==> config.mk <==
export PLATFORM = sky130hd
export DESIGN_NAME = alu_arbiter
export DESIGN_NICKNAME = d
export VERILOG_FILES = /design/src/rtl/alu_arbiter.sv
export SDC_FILE = /design/constraint.sdc
export NUM_CORES = 1
export LEC_CHECK = 0
export CORE_MARGIN = 1.5
export CORE_UTILIZATION = 42
export CTS_BUF_LIST = sky130_fd_sc_hd__clkbuf_8
export CTS_CLUSTER_SIZE = 10
export DETAILED_ROUTE_END_ITERATION = 7
export HOLD_SLACK_MARGIN = 0.15
export MAX_ROUTING_LAYER = met4
export PLACE_DENSITY = 0.93
export SLEW_MARGIN = 40
export SYNTH_ARGS = -nofsm -noshare
export SYNTH_HDL_FRONTEND = slang
export SYNTH_SLANG_ARGS = --single-unit
==> constraint.sdc <==
create_clock -name clk -period 2.2 [get_ports clk]
set_input_delay 0.22 -clock clk [delete_from_list [all_inputs] [get_ports clk]]
set_output_delay 0.22 -clock clk [all_outputs]
set_load 0.05 [all_outputs]
==> src/rtl/alu_arbiter.sv <==
// Round-robin front end that shares one combinational ALU between two requesters.
// Each accepted op is registered, evaluated for one cycle, then held as a response until consumed.
module alu_arbiter #(
  parameter int unsigned WIDTH = 32
) (
  input  logic             clk,
  input  logic             reset,
  input  logic             req0_valid,
  output logic             req0_ready,
  input  logic [3:0]       req0_op,
  input  logic [WIDTH-1:0] req0_a,
  input  logic [WIDTH-1:0] req0_b,
  input  logic             req1_valid,
  output logic             req1_ready,
  input  logic [3:0]       req1_op,
  input  logic [WIDTH-1:0] req1_a,
  input  logic [WIDTH-1:0] req1_b,
  output logic [3:0]       alu_ctrl,
  output logic [WIDTH-1:0] alu_a,
  output logic [WIDTH-1:0] alu_b,
  input  logic [WIDTH-1:0] alu_y,
  input  logic             alu_zero,
  output logic             rsp_valid,
  input  logic             rsp_ready,
  output logic             rsp_id,
  output logic [WIDTH-1:0] rsp_data,
  output logic             rsp_zero,
  output logic             rsp_err
);

  localparam logic [1:0] S_IDLE = 2'd0;
  localparam logic [1:0] S_EXEC = 2'd1;
  localparam logic [1:0] S_RESP = 2'd2;
  localparam logic [3:0] OP_MAX = 4'd10;

  logic [1:0]       r_state;
  logic [1:0]       w_state_nxt;
  logic             r_last;
  logic             r_id;
  logic [3:0]       r_op;
  logic [WIDTH-1:0] r_a;
  logic [WIDTH-1:0] r_b;
  logic             r_rsp_id;
  logic [WIDTH-1:0] r_rsp_data;
  logic             r_rsp_zero;
  logic             r_rsp_err;

  logic w_idle;
  logic w_grant;
  logic w_rdy0;
  logic w_rdy1;
  logic w_acc;
  logic w_err;

  // Tie goes to the requester not granted last; r_last resets to 1 so requester 0 wins first.
  assign w_idle  = (r_state == S_IDLE) && !reset;
  assign w_grant = (req0_valid && req1_valid) ? !r_last : req1_valid;
  assign w_rdy0  = w_idle && req0_valid && !w_grant;
  assign w_rdy1  = w_idle && req1_valid && w_grant;
  assign w_acc   = w_rdy0 || w_rdy1;
  assign w_err   = (r_op > OP_MAX);

  assign req0_ready = w_rdy0;
  assign req1_ready = w_rdy1;
  assign alu_ctrl   = r_op;
  assign alu_a      = r_a;
  assign alu_b      = r_b;
  assign rsp_valid  = (r_state == S_RESP);
  assign rsp_id     = r_rsp_id;
  assign rsp_data   = r_rsp_data;
  assign rsp_zero   = r_rsp_zero;
  assign rsp_err    = r_rsp_err;

  always_ff @(posedge clk) begin
    if (reset) begin
      r_state <= S_IDLE;
    end else begin
      r_state <= w_state_nxt;
    end
  end

  always_comb begin
    w_state_nxt = r_state;
    case (r_state)
      S_IDLE:  if (w_acc) w_state_nxt = S_EXEC;
      S_EXEC:  w_state_nxt = S_RESP;
      S_RESP:  if (rsp_ready) w_state_nxt = S_IDLE;
      default: w_state_nxt = S_IDLE;
    endcase
  end

  // Snapshot of the winning request; later operand changes cannot reach the ALU.
  always_ff @(posedge clk) begin
    if (reset) begin
      r_last <= 1'b1;
      r_id   <= 1'b0;
      r_op   <= '0;
      r_a    <= '0;
      r_b    <= '0;
    end else if (w_acc) begin
      r_last <= w_grant;
      r_id   <= w_grant;
      r_op   <= w_grant ? req1_op : req0_op;
      r_a    <= w_grant ? req1_a  : req0_a;
      r_b    <= w_grant ? req1_b  : req0_b;
    end
  end

  // Result capture; illegal codes report an error with a zeroed payload.
  always_ff @(posedge clk) begin
    if (reset) begin
      r_rsp_id   <= 1'b0;
      r_rsp_data <= '0;
      r_rsp_zero <= 1'b0;
      r_rsp_err  <= 1'b0;
    end else if (r_state == S_EXEC) begin
      r_rsp_id   <= r_id;
      r_rsp_err  <= w_err;
      r_rsp_data <= w_err ? '0 : alu_y;
      r_rsp_zero <= !w_err && alu_zero;
    end
  end

endmodule

# Word level (Yosys, flattened, before mapping)
# Cells that the tools add are included.
[totals]
in_bits = 174
output_inout_bits = 106
wordCells = 37
regBits = 107
[classes]
mux = 8
n_reduce_logical = 14
order_cmp = 1
eq_ne = 4
[op_table]
columns = ["cell", "count"]
rows = [
  ["$mux W32", 3],
  ["$logic_and A1 B1 Y1", 7],
  ["$pmux W2 S3", 1],
  ["$gt A4 B4 Y1 const B", 1],
  ["$logic_not A1 Y1", 4],
  ["$mux W2", 2],
  ["$mux W4", 1],
  ["$eq A2 B1 Y1 const B", 1],
  ["$eq A2 B2 Y1 const B", 1],
  ["$logic_not A2 Y1", 1],
  ["$ne A2 B1 Y1 const B", 1],
  ["$ne A2 B2 Y1 const B", 1],
  ["$reduce_and A2 Y1", 1],
  ["$logic_or A1 B1 Y1", 1],
  ["$mux W1", 1],
]

# Depth between registers and ports, before layout
# Gate-level depths: netlist (run 1).
[logic_depth]
ltp_word = 7
mapped_depth = 7

# Least setup slack after synthesis (run 1)
# Ideal clock, no wire load.
[synth_timing]
kind = "reg-to-output"
from = "register r_state[1]"
to = "output port req1_ready"
required_time_ps = 1980
arrival_time_ps = 2051
path_stages_with_launch = 6
slack_ps = -71
path_cell_list = "dfxtp_1 -> or2_1 -> buf_2 -> buf_6 -> buf_2 -> nor3_1"
[synth_between]
elab_chain_len = 4
[synth_rtl]
columns = ["element", "line_no", "rtl"]
rows = [
  ["from (decl)", "36", "logic [1:0] r_state;"],
  ["from (signal assigned)", "78", "r_state <= w_state_nxt;"],
  ["$logic_not A2 Y1", "56", "assign w_idle = (r_state == S_IDLE) && !reset;"],
  ["$logic_and A1 B1 Y1", "56", ""],
  ["$logic_and A1 B1 Y1 (2 in series)", "59", "assign w_rdy1 = w_idle && req1_valid && w_grant;"],
  ["to (decl)", "14", "output logic req1_ready,"],
]
# Every way passes these cells.

# Worst setup path in the final report (run 1)
[layout_timing]
from = "register r_state[1]"
to = "output port req0_ready"
[layout_between]
elab_chain_len = 4
[layout_rtl]
columns = ["element", "line_no", "rtl"]
rows = [
  ["$logic_not A2 Y1", "56", ""],
  ["$logic_and A1 B1 Y1", "56", ""],
  ["$logic_and A1 B1 Y1 (2 in series)", "58", "assign w_rdy0 = w_idle && req0_valid && !w_grant;"],
  ["to (decl)", "9", "output logic req0_ready,"],
]
# Every way passes these cells.

==> impl_metrics.ini, run 1 <==
[outcome]
status = finished clean

[detailed_routing]
drc = 0
detail-route-antenna-nets = 0
dr.first_iter.drc_count = 442
wirelength_um = 17700
vias = 5250
dr.pass1.iters = 5
vias_per_cell = 5.85
wl_per_cell_um = 19.7

[timing]
hold_viol = 0
setup_viol = 0
fin_skew_ps = 8.92
rsz0062_at_grt = no
fin_crit_ps = 2090
whs_ps = 232
tightest_slew_ps = 683
fin_crit_sh_pct = 94.8
tns_ps = 0
relSlewSlack_pct = 54.5
slew_viol_final = 0
max_freq_mhz = 479

[power]
power.density_nw_per_um2 = 737
seqPwrFrac_pct = 39.1
p_leak_nw = 2.77
switching_power_w = 0.00217
p_comb_share_pct = 39.6
p_int_w = 0.00366
p_sw_share_pct = 37.2
ir_worst_vdd_mv = 0.596
p_clk_share_pct = 21.3

[clock_network]
clock_latency_ps = 370
cts_tree = built
clock-sinks = 107
clockRootBuffer = clkbuf_8
clock_path_buffers = 2
numCtsBuffers = 9
cts_setup_buffers = 0
clk_pin_slew_ps = 90
h-tree-depth = 3

[yosys]
synthCells = 508
synth_area_um2 = 4840
yosysWarnings = 0
synth_nets = 682
synth_top_area_share_pct = 44.3
synth-seq-cells = 107
ys_top_cells_by_area = dfxtp_1, nor4b_2, nor4_1, a21oi_1, nor3_1
syn_avg_cell_area_um2 = 9.52
ys_seq_area_share_pct = 44.3
ys_types = 25
synth_top_cell_by_area = dfxtp_1

[placement]
portBuffers = 279
hpwl_um = 12600
gp_congestion = 0.784

[critical_path]
slowest_delay_ps = 490
crit_path_cell_trace = or2_4 -> nor4b_2 -> buf_4
cp_slowest_cell = or2_4
cp.required_ps = 1980
reg2reg_depth = 4
worstPathMaxFanout = 54
worstSetupPathType = flop to primary output
critPathLaunchType = flop
arrival_ps = 1870
cp-end-kind = primary output

[floorplanning]
ios = 280
die_area_um2 = 12200
die_y_um = 110
die_x_um = 110
num_rows = 39
core_area_um2 = 11300
start_util_pct = 42.7

[cells_and_area]
multi_input_area_um2 = 2380
syn_to_final_growth_pct = 63.6
diodes = 0
seqCellArea_um2 = 2140
final.fill_count = 847
drive_above_1_share_pct = 10.7
finish.utilization_pct = 69.9
nNetsFinal = 925

[global_route]
grt_antenna_before_repair = 0
grt_usage_pct = 27.9
grt_first_pass_wirelength_um = 25600
grt_pass1_vias = 5273
grt_max_degree = 55
grt_overflow = 0

[hold_path]
hold_path.class = input pin to flop
holdPathStages = 2

[run]
maxCapViolCount = 0
registers in the layout (all words and copies together) (netlist names):
name,count
r_last,1
alu_a,32
rsp_err,1
alu_ctrl,4
rsp_zero,1
alu_b,32
r_id,1
rsp_data,32
r_state,2
rsp_id,1
per-stage QoR:
| stage | setup slack (ps) | power (W) | cell area [um^2] | std cells |
|---|---|---|---|---|
| finish | 114 | 0.00583 | 7910 | 898 |
| global route | 11.1 | 0.00607 | 7910 | 898 |
| CTS | 54.3 | 0.00586 | 7910 | 898 |
| detailed placement | 170 | 0.00462 | 7710 | 883 |
| global placement | 320 | 0.00455 | 7710 | 883 |
| floorplan | 51.3 | 0.00370 | 4840 | 508 |
power groups by stage:
stage | Combinational (W) | Clock (W) | Sequential, W
floorplan | 0.000700 | 0 | 0.00300
global placement | 0.00224 | 0 | 0.00231
detailed placement | 0.00230 | 0 | 0.00232
CTS | 0.00231 | 0.00127 | 0.00228
global route | 0.00242 | 0.00134 | 0.00230
finish | 0.00231 | 0.00124 | 0.00228
synthesized netlist by cell type (all sizes together):
| master | n |
|---|---|
| nor3b | 1 |
| a22o | 33 |
| or3b | 1 |
| a21oi | 71 |
| or2 | 2 |
| a2bb2oi | 1 |
| nand2b | 2 |
| nand2 | 2 |
| a221o | 1 |
| a21bo | 1 |
| buf | 37 |
| a211oi | 1 |
| a21o | 1 |
| dfxtp | 107 |
| nor4 | 68 |
| nor4b | 69 |
| clkbuf | 33 |
| nor2b | 3 |
| nor2 | 4 |
| nor3 | 70 |
worst max-delay path: cells and delay by family, from the launching register on:
family	cells	cell delay, ps
DFF	1	380
buffers and inverters	1	250
and+or+nand+nor	2	830
layer usage:
metal / track usage [%] / vias to the layer above / wire [um]
met5: - / - / 0
met4: 13.4 / 0 / 510
met3: 3.59 / 35 / 1030
met2: 48.1 / 253 / 9200
met1: 32.2 / 2503 / 6910
li1: - / 2459 / -
logic make-up (layout without fill, tap and decap cells):
family | Yosys count | count (layout) | synth area share [%]
AOI/OAI and AO/OA | 109 | 109 | 14.3
buffers and inverters | 70 | 317 | 7.27
DFF | 107 | 107 | 44.3
and+or+nand+nor | 222 | 222 | 34.1
cells in the final DEF, fill, tap and decap left out:
cell type and n:
a21o_1 1, or3b_2 1, nor4b_2 30, nor2_2 1, nor3b_1 1, nor3_1 69
nor2_1 2, inv_6 1, nand2_1 2, clkbuf_8 11, nor2b_1 2, a221o_1 1
or2_4 1, nor4b_1 39, nor2b_4 1, clkinv_2 2, clkdlybuf4s50_1 274, nor4_1 68
a22o_1 33, buf_4 20, buf_2 2, buf_12 5, a2bb2oi_1 1, bufinv_16 1
a21oi_1 71, a211oi_4 1, or2_2 1, dfxtp_1 107, a21bo_2 1, nand2b_1 2
nor3_2 1, dlymetal6s2s_1 1, nor2_4 1
area by class of cell:
| class | count | area share, % |
|---|---|---|
| clock inverter | 4 | 0.617 |
| multi-input combinational | 331 | 30.0 |
| timing repair buffer | 302 | 38.1 |
| tap | 143 | 2.26 |
| clock buffer | 11 | 1.91 |
| sequential | 107 | 27.1 |
final timing paths:
kind                              endpoint  slack [ps]        from
worst max-delay path            req0_ready         110  r_state[1]
worst min-delay path              alu_a[4]         230       reset
worst max register to register   alu_a[20]         290  r_state[0]
worst min register to register      rsp_id         460      rsp_id
timing repair:
action                     in CTS  in global routing
hold buffers                    0                  0
setup endpoints to repair       0                  1
resized for setup               0                  1
No activity file was read; power rests on OpenSTA's default activity.
==> run 2: changes to the inputs <==
--- a/config.mk
+++ b/config.mk
@@ -5,7 +5,7 @@
 export SDC_FILE = /design/constraint.sdc
 export NUM_CORES = 1
 export LEC_CHECK = 0
-export CORE_MARGIN = 1.5
+export CORE_MARGIN = 4
 export CORE_UTILIZATION = 42
 export CTS_BUF_LIST = sky130_fd_sc_hd__clkbuf_8
 export CTS_CLUSTER_SIZE = 10
==> impl_metrics.ini, run 2 (same netlist as run 1, synthesis figures left out) <==
[clock_network]
cts_tree = built
clock_path_buffers = 2
numCtsBuffers = 9
h-tree-depth = 3
clk_pin_slew_ps = 100
clock-sinks = 107
clockRootBuffer = clkbuf_8
clock_latency_ps = 400

[critical_path]
slowest_delay_ps = 430
cp_num_cells = 3
worst_r2r_endpoint = alu_b[6]
crit_family = simple AND/OR/NAND/NOR gates
worstSetupPathType = flop to primary output
cp.required_ps = 1980
worstPathMaxFanout = 37
crit_path_cell_trace = or2_4 -> nor4b_2 -> buf_4
cp-end-kind = primary output
reg2reg_depth = 4
arrival_ps = 1800
crit_buf_inv = 1
critPathLaunchType = flop
timing.rr.start = r_state[0]
cp_slowest_cell = or2_4
r2r_slack_ps = 370

[run]
maxCapViolCount = 0

[placement]
portBuffers = 279
gp_congestion = 0.836
hpwl_um = 13400

[hold_path]
min_from = req0_valid
holdPathStages = 3
hold_path.class = input pin to flop
min_to = r_last

[global_route]
grt_usage_pct = 27.9
groute.layer.met2.usage_pct = 46.8
grt_use_met3_pct = 8.42
gr-max-usage-layer = met2
grt_first_pass_wirelength_um = 28200
grt_pass1_vias = 5371
grt_max_degree = 60
grt_overflow = 0
grt_antenna_before_repair = 1
use_met1_pct = 30.7

[floorplanning]
ios = 280
core_area_um2 = 11000
die_y_um = 115
num_rows = 38
die_x_um = 115
start_util_pct = 43.9
die_area_um2 = 13300

[timing]
tightest_slew_ps = 563
fin_crit_ps = 2020
rsz0062_at_grt = no
fin_skew_ps = 11.6
slew_viol_final = 0
max_freq_mhz = 495
hold_viol = 0
fin_crit_sh_pct = 91.9
tns_ps = 0
setup_viol = 0
relSlewSlack_pct = 62.4

[cells_and_area]
syn_to_final_growth_pct = 63.1
final_common_cell = clkdlybuf4s50_1
drive_above_1_share_pct = 10.4
finish.utilization_pct = 71.5
final.fill_count = 771
seqCellArea_um2 = 2140
nNetsFinal = 921
multi_input_area_um2 = 2380
final_cell_mix = clkdlybuf4s50_1, dfxtp_1, a21oi_1, nor3_1, nor4_1

[detailed_routing]
dr.pass1.iters = 7
vias = 5383
drc = 0
detail-route-antenna-nets = 0
vias_per_cell = 6.03
dr.first_iter.drc_count = 366
wirelength_um = 19000
wl_per_cell_um = 21.3

[power]
ir_worst_vdd_mv = 0.719
power.density_nw_per_um2 = 747
p_leak_nw = 2.74
p_total_w = 0.00589

[outcome]
status = finished clean
[run 2: through the flow]
stage	cell area (um^2)	setup WS (ps)	hold slack (ps)	std cells
final	7890	179	320	893
after global placement	7680	507	445	876
after detailed placement	7680	380	457	876
after global routing	7890	91.5	313	893
after CTS	7890	40.1	306	892
after floorplan	4840	51.3	353	508
[run 2: timing repair]
action                                 in CTS  in global routing
gates resized for setup                     0                  1
buffers inserted                            0                  0
hold buffers                                0                  0
endpoints found under the hold margin       0                  0
setup endpoints to repair                   0                  1
[run 2: worst register-to-register path: stages, from the launching register on]
cell     delay [ps]
dfxtp_1         460
or2_4           460
buf_12          350
nor3_1          120
nor4_1          330
[run 2: layout make-up]
type                       instances  share of cell area (%)
timing repair buffer             298                    37.8
multi-input combinational        331                    30.1
sequential                       107                    27.1
tap                              140                    2.22
clock buffer                      10                    1.74
clock inverter                     6                   0.904
antenna                            1                  0.0317
[run 2: report_power, final]
part	internal (W)	total [W]	switching (W)
Combinational	0.000923	0.00231	0.00139
Sequential	0.00215	0.00228	0.000131
Clock	0.000567	0.00130	0.000734
[run 2: worst max path at each step]
stage / from / slack (ps) / to
floorplan: r_state[1] / 50 / req0_ready
global placement: r_state[1] / 510 / rsp_valid
detailed placement: req1_valid / 380 / alu_b[12]
CTS: r_state[1] / 40 / rsp_valid
global route: r_state[1] / 90 / req0_ready
finish: r_state[1] / 180 / req0_ready
[run 2: layer usage]
metal	part of all wire (%)	routed length, um
met1	37	6970
met5	0	0
met3	9.8	1850
met4	3.9	745
met2	50	9430
==> run 3: changes to the inputs <==
--- a/config.mk
+++ b/config.mk
@@ -5,14 +5,15 @@
 export SDC_FILE = /design/constraint.sdc
 export NUM_CORES = 1
 export LEC_CHECK = 0
+export ABC_AREA = 1
 export CORE_MARGIN = 4
-export CORE_UTILIZATION = 42
+export CORE_UTILIZATION = 46
 export CTS_BUF_LIST = sky130_fd_sc_hd__clkbuf_8
 export CTS_CLUSTER_SIZE = 10
 export DETAILED_ROUTE_END_ITERATION = 7
 export HOLD_SLACK_MARGIN = 0.15
 export MAX_ROUTING_LAYER = met4
-export PLACE_DENSITY = 0.93
+export PLACE_DENSITY = 0.94
 export SLEW_MARGIN = 40
 export SYNTH_ARGS = -nofsm -noshare
 export SYNTH_HDL_FRONTEND = slang
==> impl_metrics.ini, run 3 <==
[outcome]
status = finished clean

[cells_and_area]
syn_to_final_growth_pct = 55.1
final_common_cell = nand2_1
diodes = 0
final_cell_mix = nand2_1, clkdlybuf4s50_1, inv_1, nand3_1, dfxtp_1
drive_above_1_share_pct = 3.81
nNetsFinal = 1402

[yosys]
syn_avg_cell_area_um2 = 5.89
ys_types = 17
synth_area_um2 = 5790
synthMostInstantiatedCell = nand2_1
yosysWarnings = 0
synth-seq-cells = 107
ys_top_cells_by_area = dfxtp_1, nand2_1, nand3_1, inv_1, nor2_1
synthCells = 983
ys.flop_type = dfxtp_1
synth_top_cell_by_area = dfxtp_1
synth_enable_flop_cells = 0
ys_seq_area_share_pct = 37.0
async_flop_share_pct = 0
synth_top_area_share_pct = 37.0
synth_nets = 1157
synthTopCellsByCount = nand2_1, inv_1, nand3_1

[clock_network]
cts_setup_buffers = 0
cts_tree = built
clock_latency_ps = 380
cts_hold_buf = 0
cts_resized = 0
clock_path_buffers = 2
clk_pin_slew_ps = 130
numCtsBuffers = 9
clock-sinks = 107
h-tree-depth = 3
clockRootBuffer = clkbuf_8

[timing]
fin_skew_ps = 16.1
fin_crit_ps = 2000
max_freq_mhz = 500
setup_viol = 0
rsz0062_at_grt = no
tightest_slew_ps = 585
whs_ps = 401
tns_ps = 0
fin_crit_sh_pct = 90.9
slew_viol_final = 0
post-route-worst-setup-slack_ps = 200
relSlewSlack_pct = 60.9
hold_viol = 0

[critical_path]
worst_r2r_endpoint = alu_b[13]
reg2reg_depth = 8
arrival_ps = 1780
timing.rr.start = r_last
worstSetupPathType = flop to primary output
crit_buf_inv = 2
crit_path_cell_trace = inv_1 -> nor2_1 -> clkdlybuf4s50_1
cp-end-kind = primary output
cp_slowest_cell = clkdlybuf4s50_1
worstPathMaxFanout = 3
cp.required_ps = 1980
r2r_slack_ps = 690
critPathLaunchType = flop
crit_family = buffers and inverters
slowest_delay_ps = 840

[placement]
hpwl_um = 14100
portBuffers = 279
place_ws_ps = 308
gp_congestion = 0.832

[detailed_routing]
wl_per_cell_um = 13.5
wirelength_um = 19000
vias_per_cell = 4.73
dr.pass1.iters = 5
detail-route-antenna-nets = 0
dr.first_iter.drc_count = 501
vias = 6632
drc = 0

[hold_path]
min_from = alu_y[25]
hold_path.class = input pin to flop
holdPathStages = 3
min_to = rsp_data[25]

[power]
p_total_w = 0.00567
ir_worst_vdd_mv = 0.426
p_leak_nw = 4.77
power.density_nw_per_um2 = 632

[global_route]
grt_pass1_vias = 6247
grt_first_pass_wirelength_um = 29900
grt_overflow = 0
grt_usage_pct = 26.1
grt_max_degree = 69
grt_antenna_before_repair = 0

[floorplanning]
num_rows = 40
die_y_um = 120
ios = 280
die_area_um2 = 14400
die_x_um = 120
start_util_pct = 47.6
core_area_um2 = 12200

[run]
maxCapViolCount = 0
-- run 3: changes by cell type in the layout (fill, tap and decap cells not counted), moves of 4 or more --
cell      delta
nor4_1      -68
nand2_1    +311
a21oi_1     -36
a22o_1      -33
nand3_1    +171
nor2_1      +71
buf_12       +6
clkinv_8     +4
nor4b_2     -30
nor3_1      -69
inv_1      +209
nor4b_1     -39
buf_4        -7
-- run 3: layout make-up --
| type | count | area, um^2 |
|---|---|---|
| fill | 924 | 3190 |
| sequential | 107 | 2140 |
| clock buffer | 9 | 124 |
| timing repair buffer | 297 | 3060 |
| multi-input combinational | 601 | 2550 |
| tap | 168 | 210 |
| clock inverter | 7 | 93.8 |
| inverter | 212 | 796 |
-- run 3: logic make-up (layout without fill, tap and decap cells) --
logic type	Yosys count	in the layout	share of synthesized area [%]
AOI/OAI and AO/OA	38	38	3.35
buffers and inverters	275	525	19.1
DFF	107	107	37.0
and+or+nand+nor	563	563	40.5
-- run 3: worst max path at each step --
stage | from | to | slack, ps | cells after the start
6_report | r_state[1] | rsp_valid | 200 | 3
3_5_place_dp | req0_valid | alu_b[30] | 310 | 9
4_1_cts | r_state[1] | rsp_valid | 180 | 3
5_1_grt | r_state[1] | rsp_valid | 110 | 3
3_3_place_gp | req0_valid | req1_ready | 330 | 7
2_1_floorplan | reset | req0_ready | 500 | 5
-- run 3: per-layer routing --
metal  vias up  share of wire (%)  global-route usage, %
li1       3390                  -                      -
met1      2940                 39                   29.4
met2       257                 50                   44.9
met3        45                7.6                   6.03
met4         0                3.4                   10.4
met5         -                  0                      -
-- run 3: tightest hold or removal path: stages --
cell and delay (ps):
clkdlybuf4s50_1 400, nand3_1 80, a21oi_1 50
-- run 3: power by group --
group | internal [W] | switching [W] | total, W
clock | 0.000464 | 0.000791 | 0.00126
sequential | 0.00212 | 0.0000965 | 0.00221
combinational | 0.000872 | 0.00133 | 0.00220
-- run 3: through the flow --
stage	utilization (%)	area, um^2	instances
2_1_floorplan	-	5790	983
3_3_place_gp	72.0	8760	1385
3_5_place_dp	72.0	8760	1385
4_1_cts	73.8	8970	1401
5_1_grt	73.8	8970	1401
6_report	73.8	8970	1401
